## config.mk

```make
export PLATFORM = sky130hd
export DESIGN_NAME = div_sequencer_flat
export DESIGN_NICKNAME = d
export VERILOG_FILES = /design/src/rtl/div_sequencer_if.sv /design/src/rtl/div_sequencer.sv /design/src/flat_wrapper.sv
export SDC_FILE = /design/constraint.sdc
export NUM_CORES = 1
export LEC_CHECK = 0
export CAP_MARGIN = 20
export CORE_UTILIZATION = 53
export DETAILED_ROUTE_END_ITERATION = 7
export GPL_ROUTABILITY_DRIVEN = 1
export PLACE_DENSITY_LB_ADDON = 0.1
export SLEW_MARGIN = 15
export SYNTH_ARGS = -nofsm -noshare
export SYNTH_HDL_FRONTEND = slang
export SYNTH_SLANG_ARGS = --single-unit
```

## constraint.sdc

```tcl
create_clock -name clk -period 3.6 [get_ports clk]
set_input_delay 0.54 -clock clk [delete_from_list [all_inputs] [get_ports clk]]
set_output_delay 0.54 -clock clk [all_outputs]
set_load 0.02 [all_outputs]
```

## src/rtl/div_sequencer_if.sv

```systemverilog
// div_sequencer_if: request/response bundle between the decode/writeback
// stages and the multi-cycle divide unit. The core side is the master; the
// divide unit is the slave.
interface div_sequencer_if #(
  parameter int XLEN = 32
);
  logic            in_valid;
  logic            in_ready;
  logic [5:0]      op;
  logic [XLEN-1:0] a;
  logic [XLEN-1:0] b;
  logic            flush;
  logic            out_valid;
  logic            out_ready;
  logic [XLEN-1:0] result;
  logic            busy;

  modport master (
    output in_valid, op, a, b, flush, out_ready,
    input  in_ready, out_valid, result, busy
  );

  modport slave (
    input  in_valid, op, a, b, flush, out_ready,
    output in_ready, out_valid, result, busy
  );
endinterface

```

## src/rtl/div_sequencer.sv

```systemverilog
// div_sequencer: multi-cycle restoring radix-2 divider for DIV/DIVU/REM/REMU.
// One quotient bit per CALC cycle, then a FIX cycle for sign correction and
// quotient/remainder selection. The result is held in DONE until writeback
// takes it; busy stalls the pipeline for the whole time the unit is not IDLE.
//
// Optional build macro DIV_FAST_SPECIAL_EN: divide-by-zero and signed
// overflow bypass the iterative path and reach DONE straight from IDLE.
// Results are identical with or without the macro; only latency differs.
module div_sequencer #(
  parameter int XLEN = 32
) (
  input  logic            clk,
  input  logic            rst_n,
  div_sequencer_if.slave  bus
);

  localparam logic [5:0] OP_DIV  = 6'b101011;
  localparam logic [5:0] OP_DIVU = 6'b101100;
  localparam logic [5:0] OP_REM  = 6'b101101;
  localparam logic [5:0] OP_REMU = 6'b101110;

  localparam logic [XLEN-1:0] INT_MIN = {1'b1, {(XLEN-1){1'b0}}};

  typedef enum logic [1:0] {
    IDLE,
    CALC,
    FIX,
    DONE
  } state_t;

  state_t          state_q, state_d;
  logic [5:0]      cnt_q;
  logic [XLEN:0]   rem_q;       // partial remainder, one bit wider than XLEN
  logic [XLEN-1:0] quo_q;       // dividend shifts out the top, quotient in the bottom
  logic [XLEN-1:0] dvs_q;       // |divisor|
  logic            is_rem_q;
  logic            neg_q_q;
  logic            neg_r_q;
  logic            dvs_zero_q;
  logic [XLEN-1:0] result_q;
  logic            out_valid_q;

  // ---------------------------------------------------------------------
  // Request decode (only meaningful while IDLE)
  // ---------------------------------------------------------------------
  logic            op_signed, op_rem, op_known;
  logic            a_neg, b_neg, b_zero, s_ovf, fast_hit, accept, handshake;
  logic [XLEN-1:0] a_abs, b_abs, fast_result;

  assign op_signed = (bus.op == OP_DIV) || (bus.op == OP_REM);
  assign op_rem    = (bus.op == OP_REM) || (bus.op == OP_REMU);
  assign op_known  = (bus.op == OP_DIV) || (bus.op == OP_DIVU) ||
                     (bus.op == OP_REM) || (bus.op == OP_REMU);

  assign a_neg  = op_signed & bus.a[XLEN-1];
  assign b_neg  = op_signed & bus.b[XLEN-1];
  assign a_abs  = a_neg ? (~bus.a + 1'b1) : bus.a;
  assign b_abs  = b_neg ? (~bus.b + 1'b1) : bus.b;
  assign b_zero = (bus.b == '0);
  assign s_ovf  = op_signed & (bus.a == INT_MIN) & (bus.b == '1);

`ifdef DIV_FAST_SPECIAL_EN
  assign fast_hit = b_zero | s_ovf;
`else
  assign fast_hit = 1'b0;
`endif

  // Divide-by-zero: q = all ones, r = a. Signed overflow: q = INT_MIN, r = 0.
  assign fast_result = b_zero ? (op_rem ? bus.a : '1)
                              : (op_rem ? '0    : INT_MIN);

  assign accept    = bus.in_valid & (state_q == IDLE) & ~bus.flush;
  assign handshake = out_valid_q & bus.out_ready;

  // ---------------------------------------------------------------------
  // Iteration step and sign fix
  // ---------------------------------------------------------------------
  logic [XLEN:0]   rem_shift, rem_step;
  logic            rem_ge;
  logic [XLEN-1:0] quo_step, q_fix, r_fix, fix_result;

  assign rem_shift = {rem_q[XLEN-1:0], quo_q[XLEN-1]};
  assign rem_ge    = (rem_shift >= {1'b0, dvs_q});
  assign rem_step  = rem_ge ? (rem_shift - {1'b0, dvs_q}) : rem_shift;
  assign quo_step  = {quo_q[XLEN-2:0], rem_ge};

  // A zero divisor yields all-ones magnitude; leaving it un-negated keeps
  // the quotient at -1 for negative dividends too, as RISC-V requires.
  assign q_fix      = (neg_q_q & ~dvs_zero_q) ? (~quo_q + 1'b1) : quo_q;
  assign r_fix      = neg_r_q ? (~rem_q[XLEN-1:0] + 1'b1) : rem_q[XLEN-1:0];
  assign fix_result = is_rem_q ? r_fix : q_fix;

  // State register.
  // NOTE: sequential state uses non-blocking assignments so every flop
  // samples pre-edge values regardless of statement order.
  always_ff @(posedge clk or negedge rst_n) begin
    if (!rst_n) state_q <= IDLE;
    else        state_q <= state_d;
  end

  // Next-state logic; flush overrides everything.
  // NOTE: state_d gets a default before any branch so no latch is inferred.
  always_comb begin
    state_d = state_q;
    if (bus.flush) begin
      state_d = IDLE;
    end else begin
      unique case (state_q)
        IDLE: if (accept) state_d = (!op_known || fast_hit) ? DONE : CALC;
        CALC: if (cnt_q == '0) state_d = FIX;
        FIX:  state_d = DONE;
        DONE: if (handshake) state_d = IDLE;
        default: state_d = IDLE;
      endcase
    end
  end

  // Datapath: operand capture, iteration, result and valid registers.
  always_ff @(posedge clk or negedge rst_n) begin
    if (!rst_n) begin
      cnt_q       <= '0;
      rem_q       <= '0;
      quo_q       <= '0;
      dvs_q       <= '0;
      is_rem_q    <= 1'b0;
      neg_q_q     <= 1'b0;
      neg_r_q     <= 1'b0;
      dvs_zero_q  <= 1'b0;
      result_q    <= '0;
      out_valid_q <= 1'b0;
    end else if (bus.flush) begin
      cnt_q       <= '0;
      out_valid_q <= 1'b0;
    end else begin
      unique case (state_q)
        IDLE: begin
          out_valid_q <= 1'b0;
          if (accept) begin
            cnt_q      <= 6'(XLEN - 1);
            rem_q      <= '0;
            quo_q      <= a_abs;
            dvs_q      <= b_abs;
            is_rem_q   <= op_rem;
            neg_q_q    <= a_neg ^ b_neg;
            neg_r_q    <= a_neg;
            dvs_zero_q <= b_zero;
            if (!op_known)    result_q <= '0;
            else if (fast_hit) result_q <= fast_result;
          end
        end
        CALC: begin
          rem_q <= rem_step;
          quo_q <= quo_step;
          if (cnt_q != '0) cnt_q <= cnt_q - 1'b1;
        end
        FIX: begin
          result_q <= fix_result;
        end
        DONE: begin
          // Valid rises on the cycle after DONE entry and falls on handshake.
          out_valid_q <= ~handshake;
        end
        default: out_valid_q <= 1'b0;
      endcase
    end
  end

  assign bus.in_ready  = (state_q == IDLE);
  assign bus.busy      = (state_q != IDLE);
  assign bus.out_valid = out_valid_q;
  assign bus.result    = result_q;

endmodule

```

## src/flat_wrapper.sv

```systemverilog
// flat-port wrapper written by rule: the top's interface ports become plain ports
module div_sequencer_flat 
#(
  parameter int XLEN = 32
)
  (clk, rst_n, bus_in_valid, bus_op, bus_a, bus_b, bus_flush, bus_out_ready, bus_in_ready, bus_out_valid, bus_result, bus_busy);
  div_sequencer_if #(.XLEN(XLEN)) bus_i ();
  input  logic clk;
  input  logic rst_n;
  input wire logic [$bits(bus_i.in_valid)-1:0] bus_in_valid;
  input wire logic [$bits(bus_i.op)-1:0] bus_op;
  input wire logic [$bits(bus_i.a)-1:0] bus_a;
  input wire logic [$bits(bus_i.b)-1:0] bus_b;
  input wire logic [$bits(bus_i.flush)-1:0] bus_flush;
  input wire logic [$bits(bus_i.out_ready)-1:0] bus_out_ready;
  output wire logic [$bits(bus_i.in_ready)-1:0] bus_in_ready;
  output wire logic [$bits(bus_i.out_valid)-1:0] bus_out_valid;
  output wire logic [$bits(bus_i.result)-1:0] bus_result;
  output wire logic [$bits(bus_i.busy)-1:0] bus_busy;
  assign bus_i.in_valid = bus_in_valid;
  assign bus_i.op = bus_op;
  assign bus_i.a = bus_a;
  assign bus_i.b = bus_b;
  assign bus_i.flush = bus_flush;
  assign bus_i.out_ready = bus_out_ready;
  assign bus_in_ready = bus_i.in_ready;
  assign bus_out_valid = bus_i.out_valid;
  assign bus_result = bus_i.result;
  assign bus_busy = bus_i.busy;
  div_sequencer #(.XLEN(XLEN)) u_core (.clk(clk), .rst_n(rst_n), .bus(bus_i));
endmodule
```

==> summary.md <==
| Metric | Value |
|---|---|
| Status | finished clean |
| HP Class | in2async |
| CTS Hold Buffers Added | 0 |
| Sw Share | 0.472 |
| Setup TNS | 0 ps |
| RSZ-0062 raised after global routing | false |
| Vias in the first global route | 9356 |
| TritonCTS clock tree | done |
| Total power | 12900 uW |
| Total internal power | 6790 uW |
| Avg Vias per Cell | 5.93 |
| Clock power share | 0.149 |
| Crit path max fanout | 5 |
| Syn avg cell area | 8.06 um^2 |
| Hold Violations, Final | 0 |
| Mapped Cells | 1302 |
| Width of the die | 143 um |
| Antenna-violating nets left | 0 |
| Via Count | 9962 |
| Req. time, crit path | 3950 ps |
| Pin count of the biggest net entering global routing | 84 |
| Reg2reg path depth | 9 |
| Initial antenna violation count | 0 |
| # IOs | 110 |
| Max-slew violations | 0 |
| Post CTS Setup Buffer Count | 0 |
| Ys async rst share | 1.00 |
| Netlist Area Pre-Place | 0.0105 mm^2 |
| Initial Util | 0.539 |
| Critical Path Max Stage Delay | 580 ps |
| Worst-path clk slew | 60 ps |
| First-pass GRT wire length | 46.7 mm |
| Total gr overflow | 0 |
| Num CTS Buffers | 17 |
| Final Skew | 9.03 ps |
| Layout cells sized above 1 | 0.0614 |
| Reg-to-reg critical path startpoint | u_core.rem_q[7] |
| Static Leak | 0.00555 uW |
| Worst VDD drop | 0.654 mV |
| Clock root cell | clkbuf_16 |
| Post-synth EDFFs | 0 |
| #FFs+latches synth | 141 |
| CP endpoint kind | flip-flop |
| WL/cell | 17.0 um |
| Iter 0 DRT Violations | 633 |
| Final period util | 0.944 |
| Syn_nets | 1420 |
| Core area | 0.0195 mm^2 |
| Ys Warns | 0 |
| Clk_lat worst skew | 430 ps |
| WP data arrival | 3750 ps |
| Drt pass-1 iters | 8 |
| CTS-repair resized insts | 0 |
| Worst hold slack | 177 ps |
| DRC viols | 0 |
| Die Y | 143 um |
| Worst slew margin | 0.367 |
| R2R Path End | u_core.bus.result[27] |
| Row count | 51 |
| Synth unique cells | 58 |
| Area Growth Syn to Fin | 20.6% |
| GPL Wtd Cong | 0.867 |
| Setup-failing EPs final | 0 |
| Kind of start point of the critical path | flip-flop |
| Reg2Reg Setup Slack | 200 ps |
| Nets@finish | 1521 |
| Overall die area | 0.0204 mm^2 |
| Ant. Diodes | 0 |
| Worst Tran Pin Value | 949 ps |
| Switch Pwr | 6070 uW |
| Seq pwr share | 0.248 |
| CP Class | reg2reg |
| GR Util All Layers | 0.291 |
| CP max stage cell | or4_4 |
| Clk sinks | 141 |
| Fin crit period | 3400 ps |
| CTS H-tree depth | 4 |
| PD cells | 1020 mW/mm^2 |
| Most frequent CP cell | or4_4 |
| Clock Path Buffers | 2 |
| Max-cap violations | 0 |
| Most used flip-flop cell after synthesis | dfrtp_1 |
| PortBufs | 109 |
| Critical-path cell list | or4_4, or4_1, or2_1, or3_1, or4_4, o41ai_4, xnor2_1, mux2i_1, o21ai_1 |
| Combinational Power Share | 0.603 |
| Sequential fraction of the synthesis area | 0.336 |
| Final HPWL DP | 20.9 mm |
| Post-Route WL | 28.5 mm |
| F_max | 294 MHz |
metrics by stage:
step | instances | setup slack (ps) | util | cell area [um^2]
after global routing | 1681 | 27.5 | 0.650 | 12700
after CTS | 1681 | 160 | 0.649 | 12600
after global placement | 1649 | 62.5 | 0.616 | 12000
after floorplan | 1302 | 395 | - | 10500
after detailed placement | 1649 | -28.9 | 0.616 | 12000
final | 1681 | 201 | 0.650 | 12700
routing by layer:
layer | up-vias | track usage | share of wire
met4 | 0 | 0.0764 | 0.017
met3 | 36 | 0.0480 | 0.045
li1 | 4852 | - | -
met2 | 239 | 0.482 | 0.48
met5 | - | 0 | 0
met1 | 4835 | 0.394 | 0.46
cell type report:
cell class	count	area, um^2
fill	1719	6810
tap	265	332
sequential	141	3530
clock inverter	11	163
clock buffer	21	480
timing repair buffer	149	1410
inverter	55	206
multi-input combinational	1039	6540
layout by cell type, fill, tap and decap left out, drive strengths merged, types with 16 or more instances in the layout:
| cell | netlist | final |
|---|---|---|
| mux2i | 29 | 29 |
| a21oi | 90 | 90 |
| a22oi | 24 | 24 |
| clkbuf | 62 | 21 |
| or4 | 16 | 16 |
| nor3 | 17 | 17 |
| nor2 | 70 | 70 |
| a21o | 22 | 22 |
| xor2 | 78 | 78 |
| o31ai | 30 | 30 |
| nand2 | 197 | 197 |
| or3 | 21 | 21 |
| o21ai | 177 | 177 |
| buf | 5 | 41 |
| xnor2 | 66 | 66 |
| dfrtp | 141 | 141 |
| o211ai | 24 | 24 |
| inv | 55 | 55 |
| ha | 42 | 42 |
| clkdlybuf4s50 | 0 | 108 |
cell families (layout without fill, tap and decap cells):
kind of cell,after synthesis,count (layout),share of synthesized area
compound gates,427,427,0.247
simple gates,396,396,0.173
xor+xnor,144,144,0.120
flops,141,141,0.336
buf+inv,122,236,0.0438
fa+ha+maj,43,43,0.0520
mux,29,29,0.0277
power groups by stage:
stage               Sequential [uW]  Combinational [uW]  Clock [uW]
finish                         3190                7750        1920
global route                   3280                8580        2010
CTS                            3170                7640        1940
detailed placement             3190                7530           0
global placement               3170                7440           0
floorplan                      3130                5260           0
flip-flops by register name, summed over array words and instances, names as in the netlist:
name	flops
u_core.bus.out_valid	1
u_core.bus.result	32
u_core.cnt_q	6
u_core.dvs_q	32
u_core.dvs_zero_q	1
u_core.is_rem_q	1
u_core.neg_q_q	1
u_core.neg_r_q	1
u_core.quo_q	32
u_core.rem_q	32
u_core.state_q	2
worst max path at each step:
| stage | startpoint | to | slack [ps] | cells past startpoint |
|---|---|---|---|---|
| 3_3_place_gp | bus_a[8] | u_core.quo_q[26] | 60 | 10 |
| 2_1_floorplan | u_core.rem_q[7] | u_core.bus.result[29] | 390 | 9 |
| 6_report | u_core.rem_q[7] | u_core.bus.result[27] | 200 | 9 |
| 4_1_cts | u_core.quo_q[31] | u_core.rem_q[24] | 160 | 13 |
| 5_1_grt | u_core.rem_q[3] | u_core.rem_q[7] | 30 | 11 |
| 3_5_place_dp | bus_a[8] | u_core.quo_q[26] | -30 | 10 |
cell usage after synthesis, types with 2 or more instances:
master	number	area, um^2
nand2_1	197	739
o21ai_0	176	881
dfrtp_1	141	3530
a21oi_1	90	450
xor2_1	78	683
nor2_1	70	263
xnor2_1	66	578
clkbuf_1	62	233
inv_1	55	206
ha_1	42	526
o31ai_1	30	225
mux2i_1	29	290
a22oi_1	24	180
o211ai_1	24	180
a21o_1	22	165
or3_1	21	131
nor3_1	17	85.1
nand3_1	15	75.1
or4_1	14	105
nor4_1	13	81.3
o41ai_1	13	114
nand2b_1	10	62.6
a31oi_1	9	56.3
nand4_1	8	50.1
nor2b_1	8	50.1
a211oi_1	7	52.6
a32oi_1	4	35.0
and2_1	4	25.0
and3_1	4	25.0
buf_1	4	15.0
a311oi_1	3	26.3
nor3b_1	3	22.5
o21bai_1	3	22.5
o22a_1	3	26.3
or2_2	3	18.8
a211o_1	2	17.5
a22o_1	2	17.5
a2bb2oi_1	2	17.5
nand3b_1	2	15.0
nor4b_1	2	17.5
o22ai_1	2	12.5
or4_4	2	22.5
critical path: cells and delay by family, from the launching register on:
kind	cells	cell delay (ps)
flops	1	430
compound gates	2	380
mux	1	100
xor+xnor	1	170
simple gates	5	2250
(Power assumes the default switching activity.)
==> variant, RTL diff (same settings) <==
`XLEN` is set to 32 in 3 places; all go to 16.
--- a/src/rtl/div_sequencer_if.sv
+++ b/src/rtl/div_sequencer_if.sv
@@ -4,3 +4,3 @@
 interface div_sequencer_if #(
-  parameter int XLEN = 32
+  parameter int XLEN = 16
 );
--- a/src/rtl/div_sequencer.sv
+++ b/src/rtl/div_sequencer.sv
@@ -9,3 +9,3 @@
 module div_sequencer #(
-  parameter int XLEN = 32
+  parameter int XLEN = 16
 ) (
--- a/src/flat_wrapper.sv
+++ b/src/flat_wrapper.sv
@@ -3,3 +3,3 @@
 #(
-  parameter int XLEN = 32
+  parameter int XLEN = 16
 )
Interface: changed (resized bus_a, bus_b and bus_result); port bits go from 110 to 62. The function was not compared with the original's and may differ.
==> variant against the unedited design <==
- sequential cell count shrank 64
- first-iteration DRC count decreased by 55%
- critical path type unchanged
- largest power group unchanged
- cell area is 48% lower
- worst setup slack gained 0.68 ns
- routed wire length shrank 52%
- synthesized area shrank 46%
- total power down 63%
==> variant: results (changes against the unedited design) <==
GRT:
- The number of global-route vias before repair came to 4,759 (-49%).
- The global-route wire length before repair is 23,000 um (-51%).
- The global-route met3 utilization is 4.93% (+0.13 points).
- The global-route usage over all layers is 26.3% (-2.9 points).
- The largest net degree at the start of global routing is 78 (-7.1%).
- The fraction of met1 tracks used by global routing is 35.8% (-3.6 points).

Routing:
- The final wirelength is 13,700 um (-52%).
- The routed via count divided by cell count is 5.84 (-1.5%).
- The detailed route wirelength on metal2 is 6320 um (-54%).
- The length of routed met3 wiring is 629 um (-51%).
- The routed metal-1 wire length is 6550 um (-50%).
- The first-pass iteration count of the detailed router is 5 (-3).
- The starting DRC count in detailed routing is 283 (-55%).

Layout:
- The post-layout net count is 791 (-48%).
- The fraction of layout instances using a drive strength above 1 came to 4.82% (-1.3 points).
- The non-clock buffer count in the final layout came to 68 (-54%).
- The register area is 1930 um2 (-45%).
- The inverter count is 34 (-38%).
- The layout clock buffer count is 10 (-52%).
- The post-layout instance count excluding filler cells is 862 (-49%).
- The number of multi-input combinational cells was 531 (-49%).
- The post-route cell area is 6600 um2 (-48%).
- The final-layout non-clock buffer area share is 10.3% (-0.81 points).
- The clock network area share is 3.62% (-1.5 points).
- The total of fill cells in the finished design was 919 (-47%).
- The number of flip-flops and latches is 77 (-45%).
- The area of the multi-input gates came to 3450 um2 (-47%).

Clocking:
- The clock-pin slew on the worst setup and hold paths came to 0.08 ns (+0.02 ns).
- The tree is rooted in a sky130_fd_sc_hd__clkbuf_8.
- The number of buffers added for setup after CTS is 0 (unchanged).
- The clock latency on the worst-skew pair is 0.37 ns (-0.06 ns).
- The H-tree depth came to 3 (-1).
- The number of clock buffers inserted by TritonCTS is 9 (-8).
- The total of cells resized after clock tree synthesis is 0 (unchanged).

Synth:
- The sequential area share after synthesis was 34.2% (+0.62 points).
- Ranked by instance count, the synthesized netlist is headed by sky130_fd_sc_hd__nand2_1 (89), sky130_fd_sc_hd__dfrtp_1 (77), sky130_fd_sc_hd__o21ai_0 (71).
- The unique cell type count in the Yosys netlist is 61 (+5.2%).
- The net count of the mapped netlist is 742 (-48%).
- The number of cells produced by synthesis is 672 (-48%).

Setup path:
- The cell with the biggest individual delay on the critical path is sky130_fd_sc_hd__dfrtp_1.
- The worst stage delay on the critical path is 0.49 ns (-0.09 ns).
- The critical-path maximum fanout is 23 (+18).

Pwr:
- The reported leakage power came to 2.82 nW (-49%).
- The design internal power is 2.70 mW (-60%).
- The largest voltage drop on the vdd net was 0.449 mV (-31%).
- The sequential power came to 1.52 mW (-52%).
- The total power is 4.77 mW (-63%).
- The power consumed by combinational cells is 2.45 mW (-68%).

Floorplan:
- The total core area was 10,300 um2 (-47%).

Timing:
- The worst setup skew after layout is 0.00619 ns (-0.00284 ns).
- The relative slew slack is 32.1% (-4.6 points).

Place:
- The total placed cells including tap cells is 845 (-49%).
- The count of input and output buffers is 61 (-44%).
- The instance area at placement is 6330 um2 (-47%).
- The final HPWL from detailed placement is 10,400 um (-50%).
- The final weighted congestion of routability-driven global placement is 0.876 (+1.1%).

Status:
- The flow ran to the end, and the final reports show no timing, DRC or antenna violations.
==> variant: cell count changes in the layout (fill, tap and decap cells not counted), moves of 35 or more <==
| cell | change |
|---|---|
| sky130_fd_sc_hd__a21oi_1 | -57 |
| sky130_fd_sc_hd__clkdlybuf4s50_1 | -48 |
| sky130_fd_sc_hd__dfrtp_1 | -64 |
| sky130_fd_sc_hd__nand2_1 | -108 |
| sky130_fd_sc_hd__o21ai_0 | -105 |
| sky130_fd_sc_hd__xnor2_1 | -35 |
| sky130_fd_sc_hd__xor2_1 | -37 |
==> variant: worst paths after layout <==
path | start | endpoint | slack, ns | cells past startpoint
setup / recovery | u_core.rem_q[10]$_DFFE_PN0P_ | u_core.rem_q[9]$_DFFE_PN0P_ | 0.88 | 8
hold / removal | rst_n | u_core.rem_q[9]$_DFFE_PN0P_ | 0.04 | 1
setup reg to reg | u_core.rem_q[10]$_DFFE_PN0P_ | u_core.rem_q[9]$_DFFE_PN0P_ | 0.88 | 8
hold reg to reg | u_core.dvs_q[11]$_DFFE_PN0P_ | u_core.dvs_q[11]$_DFFE_PN0P_ | 0.49 | 2
max in group asynchronous | rst_n | u_core.bus.result[1]$_DFFE_PN0P_ | 2.98 | 2
min in group clk | u_core.dvs_q[11]$_DFFE_PN0P_ | u_core.dvs_q[11]$_DFFE_PN0P_ | 0.49 | 2
==> variant: kinds of logic (layout without fill, tap and decap cells) <==
kind of cell,after synthesis,count (layout),synth area share (%)
xor gates and xnor gates,72,72,11.2
and+or+nand+nor,221,221,18.3
adders and majority gates,27,27,6.14
DFF,77,77,34.2
muxes,16,16,2.85
AOI/OAI and AO/OA,195,195,22.9
buffers and inverters,64,118,4.43
